--- src/rtl/pipeline_stall_controller_if.sv ---
// Bundle of the front-end stall/flush signals between the pipeline
// hazard sources and the stall controller.
interface pipeline_stall_controller_if #(
    parameter int CNT_W = 16
);
    logic             load_use_hz;
    logic             branch_taken;
    logic             muldiv_start;
    logic             dbg_halt_req;
    logic             dbg_step_req;
    logic             dbg_resume;
    logic             pc_write;
    logic             ifid_write;
    logic             ifid_flush;
    logic             idex_write;
    logic             idex_bubble;
    logic             exmem_bubble;
    logic             muldiv_busy;
    logic             dbg_halted;
    logic [CNT_W-1:0] stall_cnt;

    // Controller side: consumes hazard/debug requests, produces enables.
    modport slave (
        input  load_use_hz, branch_taken, muldiv_start,
               dbg_halt_req, dbg_step_req, dbg_resume,
        output pc_write, ifid_write, ifid_flush, idex_write,
               idex_bubble, exmem_bubble, muldiv_busy, dbg_halted, stall_cnt
    );

    // Pipeline side: raises requests, obeys the enables.
    modport master (
        output load_use_hz, branch_taken, muldiv_start,
               dbg_halt_req, dbg_step_req, dbg_resume,
        input  pc_write, ifid_write, ifid_flush, idex_write,
               idex_bubble, exmem_bubble, muldiv_busy, dbg_halted, stall_cnt
    );
endinterface

--- src/rtl/pipeline_stall_controller.sv ---
// Central stall/flush sequencer for the 5-stage pipeline front end.
// Merges load-use stalls, branch flushes, multi-cycle MUL/DIV occupancy
// of EX and debug halt/step/resume into one set of register enables.
module pipeline_stall_controller #(
    parameter int MULDIV_LAT = 8,
    parameter int CNT_W      = 16
) (
    input  logic                           clk,
    input  logic                           rst,
    pipeline_stall_controller_if.slave     bus
);

    localparam int CW = (MULDIV_LAT > 1) ? $clog2(MULDIV_LAT) : 1;
    localparam logic [CW-1:0] LAT_M1 = CW'(MULDIV_LAT - 1);

    typedef enum logic [1:0] {RUN, MULDIV, HALT, STEP} state_t;

    state_t           state_q, state_d;
    state_t           ret_q, ret_d;
    logic [CW-1:0]    cnt_q, cnt_d;
    logic             halt_pend_q, halt_pend_d;
    logic [CNT_W-1:0] stall_cnt_q;

    logic pcWrite, ifidWrite, ifidFlush, idexWrite;
    logic idexBubble, exmemBubble, muldivBusy, dbgHalted;
    logic acceptMuldiv;

    // A MUL/DIV only really enters EX when neither a flush nor a load-use bubble displaces it.
    assign acceptMuldiv = ((state_q == RUN) || (state_q == STEP)) &&
                          bus.muldiv_start && !bus.branch_taken && !bus.load_use_hz;

    // Pipeline-register enables, decoded from the current state and this cycle's hazards.
    always_comb begin
        pcWrite     = 1'b1;
        ifidWrite   = 1'b1;
        ifidFlush   = 1'b0;
        idexWrite   = 1'b1;
        idexBubble  = 1'b0;
        exmemBubble = 1'b0;
        muldivBusy  = 1'b0;
        dbgHalted   = 1'b0;
        case (state_q)
            RUN, STEP: begin
                if (bus.branch_taken) begin
                    ifidFlush  = 1'b1;
                    idexBubble = 1'b1;
                end else if (bus.load_use_hz) begin
                    pcWrite    = 1'b0;
                    ifidWrite  = 1'b0;
                    idexBubble = 1'b1;
                end
            end
            MULDIV: begin
                pcWrite     = 1'b0;
                ifidWrite   = 1'b0;
                idexWrite   = 1'b0;
                exmemBubble = 1'b1;
                muldivBusy  = 1'b1;
            end
            HALT: begin
                pcWrite    = 1'b0;
                ifidWrite  = 1'b0;
                idexBubble = 1'b1;
                dbgHalted  = 1'b1;
            end
            default: ;
        endcase
    end

    // Next-state logic: MUL/DIV freeze countdown, debug halt/step/resume and pending halt.
    always_comb begin
        state_d     = state_q;
        cnt_d       = cnt_q;
        ret_d       = ret_q;
        halt_pend_d = halt_pend_q;
        if ((state_q != HALT) && bus.dbg_halt_req) begin
            halt_pend_d = 1'b1;
        end
        case (state_q)
            RUN: begin
                if (acceptMuldiv) begin
                    state_d = MULDIV;
                    cnt_d   = LAT_M1;
                    ret_d   = RUN;
                end else if (halt_pend_q) begin
                    state_d = HALT;
                end
            end
            STEP: begin
                if (acceptMuldiv) begin
                    state_d = MULDIV;
                    cnt_d   = LAT_M1;
                    ret_d   = HALT;
                end else begin
                    state_d = HALT;
                end
            end
            MULDIV: begin
                if (cnt_q == '0) begin
                    state_d = ret_q;
                end else begin
                    cnt_d = cnt_q - 1'b1;
                end
            end
            HALT: begin
                if (bus.dbg_resume) begin
                    state_d = RUN;
                end else if (bus.dbg_step_req) begin
                    state_d = STEP;
                end
            end
            default: state_d = RUN;
        endcase
        if ((state_d == HALT) && (state_q != HALT)) begin
            halt_pend_d = 1'b0;
        end
    end

    // State registers plus the saturating count of cycles the PC was frozen.
    always_ff @(posedge clk or posedge rst) begin
        if (rst) begin
            state_q     <= RUN;
            ret_q       <= RUN;
            cnt_q       <= '0;
            halt_pend_q <= 1'b0;
            stall_cnt_q <= '0;
        end else begin
            state_q     <= state_d;
            ret_q       <= ret_d;
            cnt_q       <= cnt_d;
            halt_pend_q <= halt_pend_d;
            if (!pcWrite && (stall_cnt_q != {CNT_W{1'b1}})) begin
                stall_cnt_q <= stall_cnt_q + 1'b1;
            end
        end
    end

    assign bus.pc_write     = pcWrite;
    assign bus.ifid_write   = ifidWrite;
    assign bus.ifid_flush   = ifidFlush;
    assign bus.idex_write   = idexWrite;
    assign bus.idex_bubble  = idexBubble;
    assign bus.exmem_bubble = exmemBubble;
    assign bus.muldiv_busy  = muldivBusy;
    assign bus.dbg_halted   = dbgHalted;
    assign bus.stall_cnt    = stall_cnt_q;

endmodule

--- src/flat_wrapper.sv ---
// flat-port wrapper written by rule: the top's interface ports become plain ports
module pipeline_stall_controller_flat 
#(
    parameter int MULDIV_LAT = 8,
    parameter int CNT_W      = 16
)
  (clk, rst, bus_load_use_hz, bus_branch_taken, bus_muldiv_start, bus_dbg_halt_req, bus_dbg_step_req, bus_dbg_resume, bus_pc_write, bus_ifid_write, bus_ifid_flush, bus_idex_write, bus_idex_bubble, bus_exmem_bubble, bus_muldiv_busy, bus_dbg_halted, bus_stall_cnt);
  pipeline_stall_controller_if #(.CNT_W(CNT_W)) bus_i ();
  input  logic clk;
  input  logic rst;
  input wire logic [$bits(bus_i.load_use_hz)-1:0] bus_load_use_hz;
  input wire logic [$bits(bus_i.branch_taken)-1:0] bus_branch_taken;
  input wire logic [$bits(bus_i.muldiv_start)-1:0] bus_muldiv_start;
  input wire logic [$bits(bus_i.dbg_halt_req)-1:0] bus_dbg_halt_req;
  input wire logic [$bits(bus_i.dbg_step_req)-1:0] bus_dbg_step_req;
  input wire logic [$bits(bus_i.dbg_resume)-1:0] bus_dbg_resume;
  output wire logic [$bits(bus_i.pc_write)-1:0] bus_pc_write;
  output wire logic [$bits(bus_i.ifid_write)-1:0] bus_ifid_write;
  output wire logic [$bits(bus_i.ifid_flush)-1:0] bus_ifid_flush;
  output wire logic [$bits(bus_i.idex_write)-1:0] bus_idex_write;
  output wire logic [$bits(bus_i.idex_bubble)-1:0] bus_idex_bubble;
  output wire logic [$bits(bus_i.exmem_bubble)-1:0] bus_exmem_bubble;
  output wire logic [$bits(bus_i.muldiv_busy)-1:0] bus_muldiv_busy;
  output wire logic [$bits(bus_i.dbg_halted)-1:0] bus_dbg_halted;
  output wire logic [$bits(bus_i.stall_cnt)-1:0] bus_stall_cnt;
  assign bus_i.load_use_hz = bus_load_use_hz;
  assign bus_i.branch_taken = bus_branch_taken;
  assign bus_i.muldiv_start = bus_muldiv_start;
  assign bus_i.dbg_halt_req = bus_dbg_halt_req;
  assign bus_i.dbg_step_req = bus_dbg_step_req;
  assign bus_i.dbg_resume = bus_dbg_resume;
  assign bus_pc_write = bus_i.pc_write;
  assign bus_ifid_write = bus_i.ifid_write;
  assign bus_ifid_flush = bus_i.ifid_flush;
  assign bus_idex_write = bus_i.idex_write;
  assign bus_idex_bubble = bus_i.idex_bubble;
  assign bus_exmem_bubble = bus_i.exmem_bubble;
  assign bus_muldiv_busy = bus_i.muldiv_busy;
  assign bus_dbg_halted = bus_i.dbg_halted;
  assign bus_stall_cnt = bus_i.stall_cnt;
  pipeline_stall_controller #(.MULDIV_LAT(MULDIV_LAT), .CNT_W(CNT_W)) u_core (.clk(clk), .rst(rst), .bus(bus_i));
endmodule
--- config.mk ---
export PLATFORM = sky130hd
export DESIGN_NAME = pipeline_stall_controller_flat
export DESIGN_NICKNAME = d
export VERILOG_FILES = /design/src/rtl/pipeline_stall_controller_if.sv /design/src/rtl/pipeline_stall_controller.sv /design/src/flat_wrapper.sv
export SDC_FILE = /design/constraint.sdc
export NUM_CORES = 1
export LEC_CHECK = 0
export BUFFER_PORTS_ARGS = -buffer_cell sky130_fd_sc_hd__buf_2
export CAP_MARGIN = 20
export CORE_MARGIN = 4
export CORE_UTILIZATION = 53
export CTS_CLUSTER_SIZE = 14
export DETAILED_ROUTE_END_ITERATION = 6
export PLACE_DENSITY = 0.76
export SLEW_MARGIN = 0
export SYNTH_ARGS = -nofsm -noshare
export SYNTH_HDL_FRONTEND = slang
export SYNTH_SLANG_ARGS = --single-unit
--- constraint.sdc ---
create_clock -name clk -period 3.16 [get_ports clk]
set_clock_uncertainty 0.15 [all_clocks]
set_input_delay 0.158 -clock clk [delete_from_list [all_inputs] [get_ports clk]]
set_output_delay 0.158 -clock clk [all_outputs]
set_load 0.02 [all_outputs]
Word-level counts from Yosys, hierarchy flattened
Index checks and enable logic that the tools add are counted.
- flip-flop bits (word level): 24
- bits in latches: 0
- word-level logic and storage cells: 62
- memory bits (read-only): 0
- memories: 0
- bits in writable memories: 0
- input bits: 8
- order comparisons: 0
- multipliers: 0
- reduce and logical (&&, ||, !) cells: 19
- bitwise gates (word level): 0
- eq/ne operators: 10
- add/subtract/negate cells: 2
- shifts and indexed selects: 0
- divide/modulo/power cells: 0
- multiplexer cells: 26
- operator list (kind ; count):
    $add A16 B1 Y16 const B ; 1
    $mux W2 ; 8
    $ne A16 B16 Y1 const B ; 1
    $mux W1 ; 11
    $pmux W2 S4 ; 1
    $eq A2 B2 Y1 const B ; 3
    $logic_and A1 B1 Y1 ; 6
    $mux W3 ; 2
    $ne A2 B1 Y1 const B ; 3
    $pmux W3 S2 ; 1
    $reduce_and A3 Y1 ; 2
    $reduce_bool A2 Y1 ; 3
    $ne A2 B2 Y1 const B ; 2
    $pmux W1 S2 ; 2
    $pmux W2 S2 ; 1
    $reduce_or A2 Y1 ; 2
    $logic_not A1 Y1 ; 3
    $logic_not A3 Y1 ; 1
    $sub A3 B1 Y3 const B ; 1
    $eq A2 B1 Y1 const B ; 1
    $logic_not A2 Y1 ; 1
    $logic_or A1 B1 Y1 ; 1

Depth between registers and ports, before layout
- word-level depth: 10
- mapped depth: 7

Worst setup path after synthesis
Ideal clock, no wire load.
- kind: reg2reg
- start point: register u_core.state_q[0]
- end point: register u_core.halt_pend_q
- path buffers: 0
- arrival time: 2.028 ns
- clock period less this slack: 2.262 ns
- cell stages (with the launch flop): 7
- setup slack: 0.898 ns
- setup time: 0.084 ns
- cell sequence: dfrtp_1 inv_1 ha_1 or4b_4 a211o_1 a32o_2 a41oi_2
- cells in the longest elaborated chain, start to end: 10
- elaborated cells between the ends (all ways): 21
- those cells by class: eq/ne (5); mux (8); reduce/logical (8)
- RTL lines (item ; RTL line ; text):
    start, declared ; pipeline_stall_controller.sv:18 ; state_t state_q, state_d;
    start signal, assigned ; pipeline_stall_controller.sv:128 ; state_q <= state_d;
    $eq A2 B2 Y1 / $logic_not A2 Y1 (equally long branches) ; pipeline_stall_controller.sv:29, pipeline_stall_controller.sv:79 ;
    $logic_or A1 B1 Y1 ; pipeline_stall_controller.sv:29 ; assign acceptMuldiv = ((state_q == RUN) || (state_q == STEP)) &&
    $logic_and A1 B1 Y1 ; pipeline_stall_controller.sv:29 ;
    $logic_and A1 B1 Y1 (2 in series) ; pipeline_stall_controller.sv:30 ; bus.muldiv_start && !bus.branch_taken && !bus.load_use_hz;
    $mux W2 (on tied branches) ; pipeline_stall_controller.sv:90, pipeline_stall_controller.sv:81 ;
    $pmux W2 S4 (*) ; pipeline_stall_controller.sv:79 ; case (state_q)
    net u_core.state_d[1] ; pipeline_stall_controller.sv:18 ;
    $eq A2 B2 Y1 (*) ; pipeline_stall_controller.sv:114 ; if ((state_d == HALT) && (state_q != HALT)) begin
    $logic_and A1 B1 Y1 (*) ; pipeline_stall_controller.sv:114 ;
    $mux W1 / $reduce_bool A2 Y1 (equally long branches) ; n/a ;
    end signal, assigned ; pipeline_stall_controller.sv:131 ; halt_pend_q <= halt_pend_d;
    end, declared ; pipeline_stall_controller.sv:21 ; logic halt_pend_q, halt_pend_d;
The timed path passes the listed nets; every way through them passes the cells marked *.
A chain may end at the register's enable or synchronous reset.

Worst setup path in the final report
Ends and elaborated chain as after synthesis.

==> impl_table.tex <==
\begin{tabular}{lr}
\hline
Metric & Value \\
\hline
\multicolumn{2}{l}{\textbf{Synth}} \\
Fraction of synthesized cell area taken by the top area cell type & 0.415 \\
Synthesis-stage register bit count & 23 \\
Number of library cell types mapped by synthesis & 45 \\
Warnings from Yosys & 0 \\
Flip-flop cell with the highest count after synthesis & sky130\_fd\_sc\_hd\_\_dfrtp\_1 \\
Yosys top cell by area & sky130\_fd\_sc\_hd\_\_dfrtp\_1 \\
Fraction of the yosys area taken by sequential cells & 0.415 \\
Number of synthesized flops with an enable pin & 0 \\
Post-synthesis async set-or-reset flop share & 1.00 \\
Synth Net Count & 156 \\
Post-synthesis cell area & 1390 um2 \\
Commonest cells in the netlist & 23 x sky130\_fd\_sc\_hd\_\_dfrtp\_1, 14 x sky130\_fd\_sc\_hd\_\_inv\_1, 14 x sky130\_fd\_sc\_hd\_\_nand2\_1 \\
Top area cells in the synthesized netlist & sky130\_fd\_sc\_hd\_\_dfrtp\_1 41\%, sky130\_fd\_sc\_hd\_\_xnor2\_1 6.9\%, sky130\_fd\_sc\_hd\_\_ha\_1 6.3\%, sky130\_fd\_sc\_hd\_\_inv\_1 3.8\%, sky130\_fd\_sc\_hd\_\_nand2\_1 3.8\% \\
Gate Count Post-Synth & 141 \\
Most numerous cell in the Yosys netlist & sky130\_fd\_sc\_hd\_\_dfrtp\_1 \\
Synthesized area per cell & 9.84 um2 \\
\multicolumn{2}{l}{\textbf{Drt}} \\
Number of design-rule violations left by the first detailed-router iteration & 45 \\
Vias post-DR & 1161 \\
Pre-Repair DR Iteration Count & 4 \\
Post-detailed-route count of antenna-violating nets & 0 \\
Vias per inst & 5.69 \\
Drc violations & 0 \\
Final routed wire length divided by cell count & 14.5 um \\
Routed Wire Length & 2950 um \\
\multicolumn{2}{l}{\textbf{Timing}} \\
Final setup violation count & 0 \\
Final worst hold slack & 0.0360 ns \\
Post-route fraction of the period consumed by the critical path & 0.770 \\
Maximum clock rate & 411 MHz \\
Final critical path time including I/O delays and setup & 2.43 ns \\
Measured slew at the worst slew-check pin & 0.862 ns \\
RSZ-0062 raised after global routing & false \\
Number of max-slew violations in the final report & 0 \\
Final hold violation count & 0 \\
Setup tns final & 0 ns \\
Relative slew margins & 0.425 \\
\multicolumn{2}{l}{\textbf{Clock network}} \\
H-tree level count & 1 \\
Total CTS buffers & 3 \\
Count of clock tree sinks & 23 \\
Clock tree root driver cell & sky130\_fd\_sc\_hd\_\_clkbuf\_4 \\
Clock transition at path regs & 0.12 ns \\
Skew-Pair Late Insertion Delay & 0.30 ns \\
Post-CTS Resized & 0 \\
Bufs on Longest Clock Path & 2 \\
CTS tree & yes \\
\multicolumn{2}{l}{\textbf{Power}} \\
Total leakage power & 0.782 nW \\
Sequential power share & 0.355 \\
Net switching share of the total power & 0.468 \\
Internal power & 692 uW \\
VDD IR-drop max & 0.000561 V \\
Power per Cell Area & 815 nW/um2 \\
Part of the total power dissipated in the clock network & 0.103 \\
Fraction of power consumed by combinational cells & 0.542 \\
Switching Power & 609 uW \\
\multicolumn{2}{l}{\textbf{Global routing}} \\
Pin count of the biggest net entering global routing & 24 \\
Gr usage total & 0.187 \\
Total congestion overflow after global routing & 0 \\
Vias in the first global route & 1144 \\
Initial antenna violation count & 0 \\
First-pass GRT wire length & 5130 um \\
\multicolumn{2}{l}{\textbf{Job}} \\
Maximum Capacitance Violations & 0 \\
\multicolumn{2}{l}{\textbf{Finish}} \\
Share of final-layout standard cells stronger than drive strength 1 & 0.241 \\
Diodes inserted & 0 \\
Number of fill cells in the layout & 217 \\
Synthesis-to-finish area growth & 15.1\% \\
Summed area of non-filler cells in the final layout & 1600 um2 \\
Net count of the finished layout & 190 \\
\multicolumn{2}{l}{\textbf{Worst hold path}} \\
Worst hold path stage count & 3 \\
Min-delay src & bus\_dbg\_halt\_req \\
Path type of the worst min-delay path & in2reg \\
Terminating pin of the worst hold path & u\_core.halt\_pend\_q\$\_DFFE\_PP0P\_ \\
\multicolumn{2}{l}{\textbf{Floorplanning}} \\
Die extent in y & 59.2 um \\
Initial core utilization & 0.560 \\
Boundary Pins & 32 \\
Die Outline Area & 3500 um2 \\
Standard cell core area & 2480 um2 \\
Chip Width & 59.2 um \\
Row Count & 18 \\
\multicolumn{2}{l}{\textbf{Worst setup path}} \\
Depth of the worst register-to-register path & 6 \\
Maximum fanout along the worst path & 7 \\
Sort of element at the start of the critical path & flip-flop \\
CP Data Required Time & 3.24 ns \\
Worst setup EP type & flip-flop \\
Critical path start-end classification & reg2reg \\
End of the worst register-to-register path & u\_core.halt\_pend\_q\$\_DFFE\_PP0P\_ \\
Reg-to-reg slack, setup & 0.73 ns \\
Worst r2r src & u\_core.state\_q[0]\$\_DFF\_PP0\_ \\
Arrival @ worst endpoint & 2.51 ns \\
\multicolumn{2}{l}{\textbf{Placement}} \\
IO buf count & 31 \\
Placed instance area & 1560 um2 \\
Detail Placement HPWL & 2240 um \\
Last weighted congestion value of the routability-driven placer & 0.836 \\
\multicolumn{2}{l}{\textbf{Outcome}} \\
Run status & completed \\
\hline
\end{tabular}
## layer usage
layer	vias to the layer above	part of all wire	wire, um	track usage
met3	2	0.042	124	0.0349
li1	583	-	-	-
met4	0	0.0044	13	0.0647
met2	25	0.47	1390	0.284
met1	551	0.48	1420	0.266
met5	-	0	0	0
## worst max-delay path by stage
stage	from	end	slack (ns)	cells after the start
after floorplan	u_core.state_q[0]$_DFF_PP0_	u_core.halt_pend_q$_DFFE_PP0P_	0.90	6
after global placement	u_core.state_q[0]$_DFF_PP0_	u_core.halt_pend_q$_DFFE_PP0P_	0.85	6
after detailed placement	u_core.state_q[0]$_DFF_PP0_	u_core.halt_pend_q$_DFFE_PP0P_	0.77	6
after CTS	u_core.state_q[0]$_DFF_PP0_	u_core.halt_pend_q$_DFFE_PP0P_	0.74	6
after global routing	u_core.state_q[0]$_DFF_PP0_	u_core.halt_pend_q$_DFFE_PP0P_	0.68	6
final	u_core.state_q[0]$_DFF_PP0_	u_core.halt_pend_q$_DFFE_PP0P_	0.73	6
## registers in the layout (all words and copies together) (netlist names)
name	count
u_core.ret_q	1
u_core.halt_pend_q	1
u_core.bus.stall_cnt	16
u_core.state_q	2
u_core.cnt_q	3
## repair_timing
item                      in CTS  in global routing
hold buffers                   1                  0
hold endpoints to repair      23                  0
setup buffers                  0                  0
## worst max-delay path: stages (launching register included)
cell	delay, ns
sky130_fd_sc_hd__dfrtp_1	0.45
sky130_fd_sc_hd__inv_1	0.10
sky130_fd_sc_hd__ha_1	0.39
sky130_fd_sc_hd__or4b_4	0.57
sky130_fd_sc_hd__a211o_1	0.30
sky130_fd_sc_hd__a32o_2	0.23
sky130_fd_sc_hd__a41oi_2	0.18
## power by group through the flow
| stage | Sequential, mW | Combinational, mW | Clock, mW |
|---|---|---|---|
| finish | 0.461 | 0.705 | 0.134 |
| detailed placement | 0.466 | 0.702 | 0 |
| global placement | 0.460 | 0.687 | 0 |
| floorplan | 0.503 | 0.481 | 0 |
| CTS | 0.459 | 0.706 | 0.138 |
| global route | 0.475 | 0.777 | 0.156 |
## cells by family after synthesis
family / after synthesis / share of synthesized area
XOR/XNOR: 13 / 0.0821
buffers and inverters: 17 / 0.0523
AO/OA/AOI/OAI: 34 / 0.179
adder cells (fa/ha/maj): 7 / 0.0631
AND/OR/NAND/NOR: 45 / 0.193
flip-flops: 23 / 0.415
multiplexers: 2 / 0.0162
## metrics by stage
| step | std cells | setup slack (ns) | utilization | power (mW) |
|---|---|---|---|---|
| 2_1_floorplan | 141 | 0.898 | - | 0.984 |
| 3_3_place_gp | 199 | 0.846 | 0.630 | 1.15 |
| 3_5_place_dp | 199 | 0.766 | 0.630 | 1.17 |
| 4_1_cts | 204 | 0.743 | 0.644 | 1.30 |
| 5_1_grt | 204 | 0.677 | 0.644 | 1.41 |
| 6_report | 204 | 0.728 | 0.644 | 1.30 |
## cell type report
class                   count  area (um2)  share of cell area
well taps                  30        37.5              0.0235
clock buffers               4        26.3              0.0165
repair buffers             32         165               0.103
multi-input cells         101         739               0.463
inverters                  14        52.6              0.0329
flip-flops and latches     23         576               0.361
## cell usage in the layout (no fill, tap or decap), types with 2 or more instances in the layout
cell and n:
sky130_fd_sc_hd__a21oi_1 6, sky130_fd_sc_hd__and4_1 2, sky130_fd_sc_hd__buf_2 31, sky130_fd_sc_hd__clkbuf_4 3, sky130_fd_sc_hd__dfrtp_1 23, sky130_fd_sc_hd__ha_1 7, sky130_fd_sc_hd__inv_1 14, sky130_fd_sc_hd__mux2_2 2
sky130_fd_sc_hd__nand2_1 14, sky130_fd_sc_hd__nand2b_1 2, sky130_fd_sc_hd__nand3_1 3, sky130_fd_sc_hd__nand4_1 3, sky130_fd_sc_hd__nor2_1 5, sky130_fd_sc_hd__nor4b_1 3, sky130_fd_sc_hd__o2111ai_1 3, sky130_fd_sc_hd__o211ai_1 4
sky130_fd_sc_hd__o21ai_0 8, sky130_fd_sc_hd__xnor2_1 11, sky130_fd_sc_hd__xor2_1 2
Note: power is estimated with default switching activity, not from simulation.
